File: src/rtl/logic_unit_arbiter.sv
// Round-robin arbiter sharing one W-bit bitwise logic unit among four
// requesters, with a registered valid/ready result slot and op counter.
module logic_unit_arbiter #(
  parameter int W    = 4,
  parameter int CNTW = 16
) (
  input  logic            clk,
  input  logic            rst,
  input  logic [3:0]      req,
  input  logic [11:0]     op,
  input  logic [4*W-1:0]  a,
  input  logic [4*W-1:0]  b,
  output logic [3:0]      gnt,
  output logic            res_valid,
  input  logic            res_ready,
  output logic [W-1:0]    res_data,
  output logic [1:0]      res_id,
  output logic [CNTW-1:0] ops_done
);

  localparam logic [2:0] OP_AND  = 3'd0;
  localparam logic [2:0] OP_OR   = 3'd1;
  localparam logic [2:0] OP_XOR  = 3'd2;
  localparam logic [2:0] OP_XNOR = 3'd3;
  localparam logic [2:0] OP_NOR  = 3'd4;
  localparam logic [2:0] OP_NAND = 3'd5;
  localparam logic [2:0] OP_NOT  = 3'd6;
  localparam logic [2:0] OP_PASS = 3'd7;

  logic            valid_q, valid_d;
  logic [W-1:0]    data_q, data_d;
  logic [1:0]      id_q, id_d;
  logic [1:0]      ptr_q, ptr_d;
  logic [CNTW-1:0] cnt_q, cnt_d;

  logic            free;
  logic            found;
  logic [1:0]      win;
  logic [1:0]      idx;
  logic            grant_en;
  logic [2:0]      sel_op;
  logic [W-1:0]    sel_a;
  logic [W-1:0]    sel_b;
  logic [W-1:0]    alu_y;
  logic            accept;

  assign free   = ~valid_q | res_ready;
  assign accept = valid_q & res_ready;

  // Search starts at ptr and wraps, so the last winner goes to the back.
  always_comb begin
    found = 1'b0;
    win   = ptr_q;
    idx   = ptr_q;
    for (int i = 0; i < 4; i++) begin
      idx = ptr_q + 2'(i);
      if (!found && req[idx]) begin
        found = 1'b1;
        win   = idx;
      end
    end
  end

  assign grant_en = free & found & ~rst;
  assign gnt      = grant_en ? (4'b0001 << win) : 4'b0000;

  assign sel_op = op[3*win +: 3];
  assign sel_a  = a[W*win +: W];
  assign sel_b  = b[W*win +: W];

  always_comb begin
    alu_y = '0;
    unique case (sel_op)
      OP_AND:  alu_y = sel_a & sel_b;
      OP_OR:   alu_y = sel_a | sel_b;
      OP_XOR:  alu_y = sel_a ^ sel_b;
      OP_XNOR: alu_y = sel_a ~^ sel_b;
      OP_NOR:  alu_y = ~(sel_a | sel_b);
      OP_NAND: alu_y = ~(sel_a & sel_b);
      OP_NOT:  alu_y = ~sel_a;
      OP_PASS: alu_y = sel_a;
      default: alu_y = '0;
    endcase
  end

  always_comb begin
    valid_d = valid_q;
    data_d  = data_q;
    id_d    = id_q;
    ptr_d   = ptr_q;
    if (grant_en) begin
      valid_d = 1'b1;
      data_d  = alu_y;
      id_d    = win;
      ptr_d   = win + 2'd1;
    end else if (res_ready) begin
      valid_d = 1'b0;
    end
  end

  // Saturating: stops at all-ones instead of wrapping.
  always_comb begin
    cnt_d = cnt_q;
    if (accept && !(&cnt_q)) begin
      cnt_d = cnt_q + CNTW'(1);
    end
  end

  always_ff @(posedge clk or posedge rst) begin
    if (rst) begin
      valid_q <= 1'b0;
      data_q  <= '0;
      id_q    <= 2'd0;
      ptr_q   <= 2'd0;
      cnt_q   <= '0;
    end else begin
      valid_q <= valid_d;
      data_q  <= data_d;
      id_q    <= id_d;
      ptr_q   <= ptr_d;
      cnt_q   <= cnt_d;
    end
  end

  assign res_valid = valid_q;
  assign res_data  = data_q;
  assign res_id    = id_q;
  assign ops_done  = cnt_q;

endmodule
File: config.mk
export PLATFORM = sky130hd
export DESIGN_NAME = logic_unit_arbiter
export DESIGN_NICKNAME = d
export VERILOG_FILES = /design/src/rtl/logic_unit_arbiter.sv
export SDC_FILE = /design/constraint.sdc
export NUM_CORES = 1
export LEC_CHECK = 0
export CAP_MARGIN = 25
export CORE_MARGIN = 5
export CORE_UTILIZATION = 25
export DETAILED_ROUTE_END_ITERATION = 8
export SLEW_MARGIN = 20
export SYNTH_ARGS = -nofsm -noshare
export SYNTH_HDL_FRONTEND = slang
export SYNTH_SLANG_ARGS = --single-unit
File: constraint.sdc
create_clock -name clk -period 4.8 [get_ports clk]
set_clock_uncertainty 0.15 [all_clocks]
set_input_delay 0.96 -clock clk [delete_from_list [all_inputs] [get_ports clk]]
set_output_delay 0.96 -clock clk [all_outputs]
set_load 0.01 [all_outputs]
==> results by group, run 1 <==
GRT
  • Largest net degree at the start of global routing: 26
  • Initial antenna violation count: 0
  • Gr usage total: 0.1213
  • Grt ovf: 0
  • Vias in the first global route: 2045
  • First-pass GRT wire length: 10180 um

Drt
  • Top Metal Used: met4
  • Vias: 2068
  • Post-DR vias/cell: 4.889
  • WL met3: 256 um
  • 1st-pass router iterations: 4
  • Post-route DRC: 0
  • Initial DRC Count: 88
  • Met2 routed WL: 3335 um
  • Wire per inst: 15.31 um
  • Met1 WL: 2849 um
  • Total wire length: 6477 um
  • Detail Route Antenna Nets: 0

Clocking
  • CTS HTree Levels: 1
  • CTS sink count: 25
  • Worst skew pair latency: 0.29 ns
  • Num CTS Buffers: 3
  • CTS tree: done
  • Worst-path clk slew: 0.11 ns
  • Maximum clock path buffer count: 2
  • Hold-fix buffers at CTS: 0
  • Cell chosen for the clock root: clkbuf_8
  • Post_cts resized: 0
  • Total setup buffers inserted after CTS: 0

Power
  • PD cells: 451.0 nW/um^2
  • Maximum vdd ir drop: 0.1633 mV
  • Leak Pwr: 1.322 nW

Synthesis
  • Synth Flop Type: dfrtp_1
  • Post-Syn Area: 2142 sq um
  • EDFF count, synth: 0
  • Ys Warns: 0
  • Post-Syn Nets: 306
  • Avg Cell Area, Syn: 8.851 sq um
  • Asr flop ratio synth: 1.000
  • Register area share after synthesis: 0.2921
  • Synth Register Bits: 25
  • Library cells used by synthesis: 52
  • Gate Count Post-Synth: 242

Timing
  • Min cycle time layout: 4.308 ns
  • Final period util: 0.8974
  • Max-slew headroom: 0.6067
  • Setup TNS: 0 ns
  • Tightest Pin Transition: 0.5855 ns
  • Final setup fails: 0
  • Hold Vio Cnt, Final: 0
  • RSZ-0062 raised after global routing: no
  • Fmax: 232.1 MHz
  • Slew Viols, Final: 0

Run status
  • Outcome: complete, no violations

Layout
  • Non-filler cells, final: 423
  • Most frequent cells in the layout: clkdlybuf4s50_1 (77), nand2_1 (33), dfrtp_1 (25)
  • P&R area growth vs syn: 42.87%
  • Share of cells above drive strength 1: 0.1069
  • # diodes: 0
  • Nets@finish: 383
  • Final core utilization: 0.3688
  • Most common cell after layout, fill and taps aside: clkdlybuf4s50_1

Placed design
  • Post-DP HPWL: 5253 um
  • Placed cell count: 419
  • PortBufs: 77
  • Final GP Congestion: 0.8271

Floorplan
  • Die height: 102.6 um
  • Initial core utilization: 0.2581
  • Die ar.: 10520 sq um
  • Core Area: 8299 sq um
  • Die width: 102.6 um
  • I/O pin cnt: 78
  • Row count: 33

Worst setup path
  • Setup crit end kind: output pin
  • WP data required: 3.69 ns
  • CP most frequent cell: clkdlybuf4s50_1
  • CP Cell Sequence: clkdlybuf4s50_1 > and3b_1 > nor4_4 > nor2_4 > inv_4 > ha_1 > and2_1 > clkdlybuf4s50_1
  • Worst-path fanout max: 15
  • Worst R2R Setup Slack: 1.63 ns
  • CP arrival: 3.20 ns
  • Slowest cell on the critical path: clkdlybuf4s50_1
  • Crit path kind: in -> out
  • Worst setup SP type: primary input
  • CP peak stage delay: 0.61 ns

Flow run
  • Maxcap violations: 0

Hold path
  • Hold Path Class: reg -> reg
## power breakdown
group	leakage (nW)	internal (mW)	switching, mW	total [mW]
combinational	0.980	0.428	0.483	0.911
sequential	0.316	0.268	0.0576	0.325
clock	0.0261	0.0612	0.0830	0.144
## registers in the layout, indices dropped and copies added, names as in the netlist
| name | cells |
|---|---|
| ops_done | 16 |
| res_data | 4 |
| ptr_q | 2 |
| res_id | 2 |
| res_valid | 1 |
## per-layer routing
metal / vias to the layer above / track usage
met5: - / 0
met4: 0 / 0.02422
met1: 988 / 0.1550
met2: 56 / 0.2185
li1: 1020 / -
met3: 4 / 0.01624
## cells by family after synthesis
family / Yosys count / synth area share
xor+xnor: 15 / 0.06133
simple gates: 101 / 0.2599
buf+inv: 23 / 0.05549
compound gates: 47 / 0.1577
mux: 18 / 0.09755
flops: 25 / 0.2921
fa+ha+maj: 13 / 0.07594
## cell usage after synthesis (2+ instances only)
master | number | share of area
nor2b_1 | 3 | 0.0088
a221oi_2 | 3 | 0.021
clkbuf_1 | 3 | 0.0053
mux2i_1 | 10 | 0.047
o21ai_1 | 6 | 0.014
mux2_2 | 5 | 0.026
nor2_2 | 2 | 0.0058
o21ai_0 | 8 | 0.019
a21o_1 | 2 | 0.0070
o211a_1 | 2 | 0.0093
nand3_1 | 20 | 0.047
xnor2_1 | 10 | 0.041
dfrtp_1 | 25 | 0.29
o211ai_1 | 3 | 0.011
inv_1 | 12 | 0.021
ha_1 | 13 | 0.076
buf_2 | 2 | 0.0047
nand2_1 | 33 | 0.058
nand4_1 | 4 | 0.012
nand3_2 | 4 | 0.019
a22o_1 | 2 | 0.0082
and4_1 | 4 | 0.016
and3_1 | 7 | 0.020
a31oi_1 | 4 | 0.012
and2_1 | 6 | 0.018
a21oi_1 | 9 | 0.021
nor2_1 | 10 | 0.018
mux2_4 | 2 | 0.014
xor2_1 | 5 | 0.020
## stage by stage
step / total power, mW / hold WS [ns] / setup slack (ns) / cell area, sq um
floorplan: 0.9658 / 0.3687 / 1.030 / 2142
global placement: 1.224 / 0.3383 / 0.5512 / 3010
detailed placement: 1.245 / 0.3390 / 0.5099 / 3010
CTS: 1.392 / 0.3624 / 0.4912 / 3060
global route: 1.499 / 0.3855 / 0.3499 / 3060
finish: 1.380 / 0.3571 / 0.4923 / 3060
## worst paths after layout
| path | depth (start not counted) | endpoint | start |
|---|---|---|---|
| max | 8 | gnt[3] | req[3] |
| min | 1 | ops_done[11] | ops_done[11] |
| max reg2reg | 12 | res_data[0] | ptr_q[1] |
| min reg2reg | 1 | ops_done[11] | ops_done[11] |
| max in group asynchronous | 3 | res_data[0] | rst |
| min in group asynchronous | 3 | ops_done[7] | rst |
## worst max-delay path, delay by kind of cell
family,cells,cell delay (ns)
buf+inv,3,1.27
simple gates,4,0.81
fa+ha+maj,1,0.15
## layout make-up
class | count | area (sq um)
Multi-Input combinational cell | 194 | 1398
Fill cell | 822 | 5239
Clock buffer | 3 | 41.29
Sequential cell | 25 | 625.6
Clock inverter | 1 | 8.758
Inverter | 14 | 55.05
Tap cell | 105 | 131.4
Timing Repair Buffer | 81 | 800.8
(Power assumes the default switching activity.)
==> inputs of run 2 (changes only) <==
Settings changed: CAP_MARGIN 25 to default.
==> results of run 2 <==
No change in the layout: final DEF, timing and power equal those of run 1.
==> inputs of run 3 (changes only) <==
Settings changed: PLACE_DENSITY_LB_ADDON from default to 0.15, SKIP_CTS_REPAIR_TIMING from default to 1, TNS_END_PERCENT from default to 10.
==> run 3 against run 2 <==
- combinational power barely moved
- non-clock buffer count did not move
- global-route usage down 0.64 points
- flip-flop and latch count is the same
- worst setup slack better by 0.025 ns
- final area fell by 0.12%
- sequential share of layout area about the same
- power decreased by 2.0%
==> results by group, run 3 (synthesis gave the netlist of run 1 again) <==
Run status
  • Outcome: complete, no violations

Worst setup path
  • CP Capture Point: gnt[2]
  • RR Endpoint: res_data[0]
  • WP data required: 3.69 ns
  • Crit path kind: in -> out
  • Setup crit end kind: output pin
  • Worst setup SP type: primary input
  • RR Startpoint: ptr_q[1]
  • CP arrival: 3.17 ns
  • Worst R2R Setup Slack: 1.65 ns
  • R2R depth: 12
  • Critical path launch point: req[3]
  • Worst-path fanout max: 15

Clocking
  • Num CTS Buffers: 3
  • Worst-path clk slew: 0.09 ns
  • CTS HTree Levels: 1
  • Worst skew pair latency: 0.27 ns
  • CTS tree: done
  • CTS sink count: 25
  • Cell chosen for the clock root: clkbuf_8
  • Maximum clock path buffer count: 2

Layout
  • Final core utilization: 0.3683
  • Max reg flops: 16
  • P&R area growth vs syn: 42.70%
  • # diodes: 0
  • Share of cells above drive strength 1: 0.1069
  • Most frequent cells in the layout: clkdlybuf4s50_1 (77), nand2_1 (33), dfrtp_1 (25)
  • Nets@finish: 383
  • Most common cell after layout, fill and taps aside: clkdlybuf4s50_1

Flow run
  • Maxcap violations: 0

Drt
  • Met1 WL: 2945 um
  • Top Metal Used: met4
  • Wire per inst: 14.07 um
  • Post-route DRC: 0
  • Total wire length: 5950 um
  • Vias: 1973
  • WL met3: 423 um
  • Met2 routed WL: 2548 um
  • Initial DRC Count: 25
  • Detail Route Antenna Nets: 0
  • 1st-pass router iterations: 4
  • Post-DR vias/cell: 4.664

Power
  • Maximum vdd ir drop: 0.1607 mV
  • Leak Pwr: 1.321 nW
  • PD cells: 442.7 nW/um^2

Timing
  • Hold_ws: 0.3542 ns
  • Tightest Pin Transition: 0.6658 ns
  • Setup TNS: 0 ns
  • Fmax: 233.5 MHz
  • Slew Viols, Final: 0
  • Max-slew headroom: 0.5562
  • Worst Setup Slack, final: 0.5173 ns
  • Final setup fails: 0
  • Min cycle time layout: 4.283 ns
  • RSZ-0062 raised after global routing: no
  • Final period util: 0.8922
  • Hold Vio Cnt, Final: 0

Floorplan
  • Initial core utilization: 0.2581
  • Die ar.: 10520 sq um
  • Die height: 102.6 um
  • Core Area: 8299 sq um
  • I/O pin cnt: 78
  • Row count: 33
  • Die width: 102.6 um

Hold path
  • Hold Path Class: reg -> reg

GRT
  • Vias in the first global route: 2033
  • Initial antenna violation count: 0
  • Gr usage total: 0.1149
  • Grt ovf: 0
  • Largest net degree at the start of global routing: 26
  • First-pass GRT wire length: 9846 um

Placed design
  • Final GP Congestion: 0.7659
  • Post-DP HPWL: 4897 um
  • PortBufs: 77
  • Dpl ws: 0.5194 ns
[run 3: power breakdown]
group / internal (mW) / switching, mW / total [mW]
registers: 0.268 / 0.0540 / 0.322
logic: 0.428 / 0.480 / 0.908
clock network: 0.0580 / 0.0650 / 0.123
total: 0.754 / 0.599 / 1.35
[run 3: critical path: stages]
cell and delay (ns):
clkdlybuf4s50_1 0.61, and3b_1 0.25, nor4_4 0.27, nor2_4 0.16, inv_4 0.10, ha_1 0.14
and2_1 0.14, clkdlybuf4s50_1 0.54
[run 3: worst min-delay path by stage]
stage	end	start	cells after the start	slack, ns
final	ops_done[8]	ops_done[8]	1	0.35
after global routing	ops_done[8]	ops_done[8]	1	0.37
after CTS	ops_done[8]	ops_done[8]	1	0.36
after detailed placement	ops_done[8]	ops_done[8]	1	0.34
after global placement	ops_done[11]	ops_done[11]	1	0.34
after floorplan	ops_done[11]	ops_done[11]	1	0.37
[run 3: through the flow]
stage | instances | instance area, sq um | total power, mW
2_1_floorplan | 242 | 2142 | 0.9658
3_3_place_gp | 419 | 3010 | 1.243
4_1_cts | 423 | 3057 | 1.374
6_report | 423 | 3057 | 1.353
5_1_grt | 423 | 3057 | 1.494
3_5_place_dp | 419 | 3010 | 1.244
[run 3: area by class of cell]
class | instances | area (sq um)
sequential | 25 | 625.6
fill | 859 | 5243
timing repair buffer | 81 | 800.8
clock buffer | 3 | 41.29
inverter | 14 | 55.05
tap | 105 | 131.4
multi-input combinational | 194 | 1398
clock inverter | 1 | 5.005
[run 3: per-layer routing]
layer  up-vias  global-route usage
li1       1014                   -
met1       903              0.1637
met2        54              0.1768
met3         2             0.03045
met4         0             0.02018
met5         -                   0
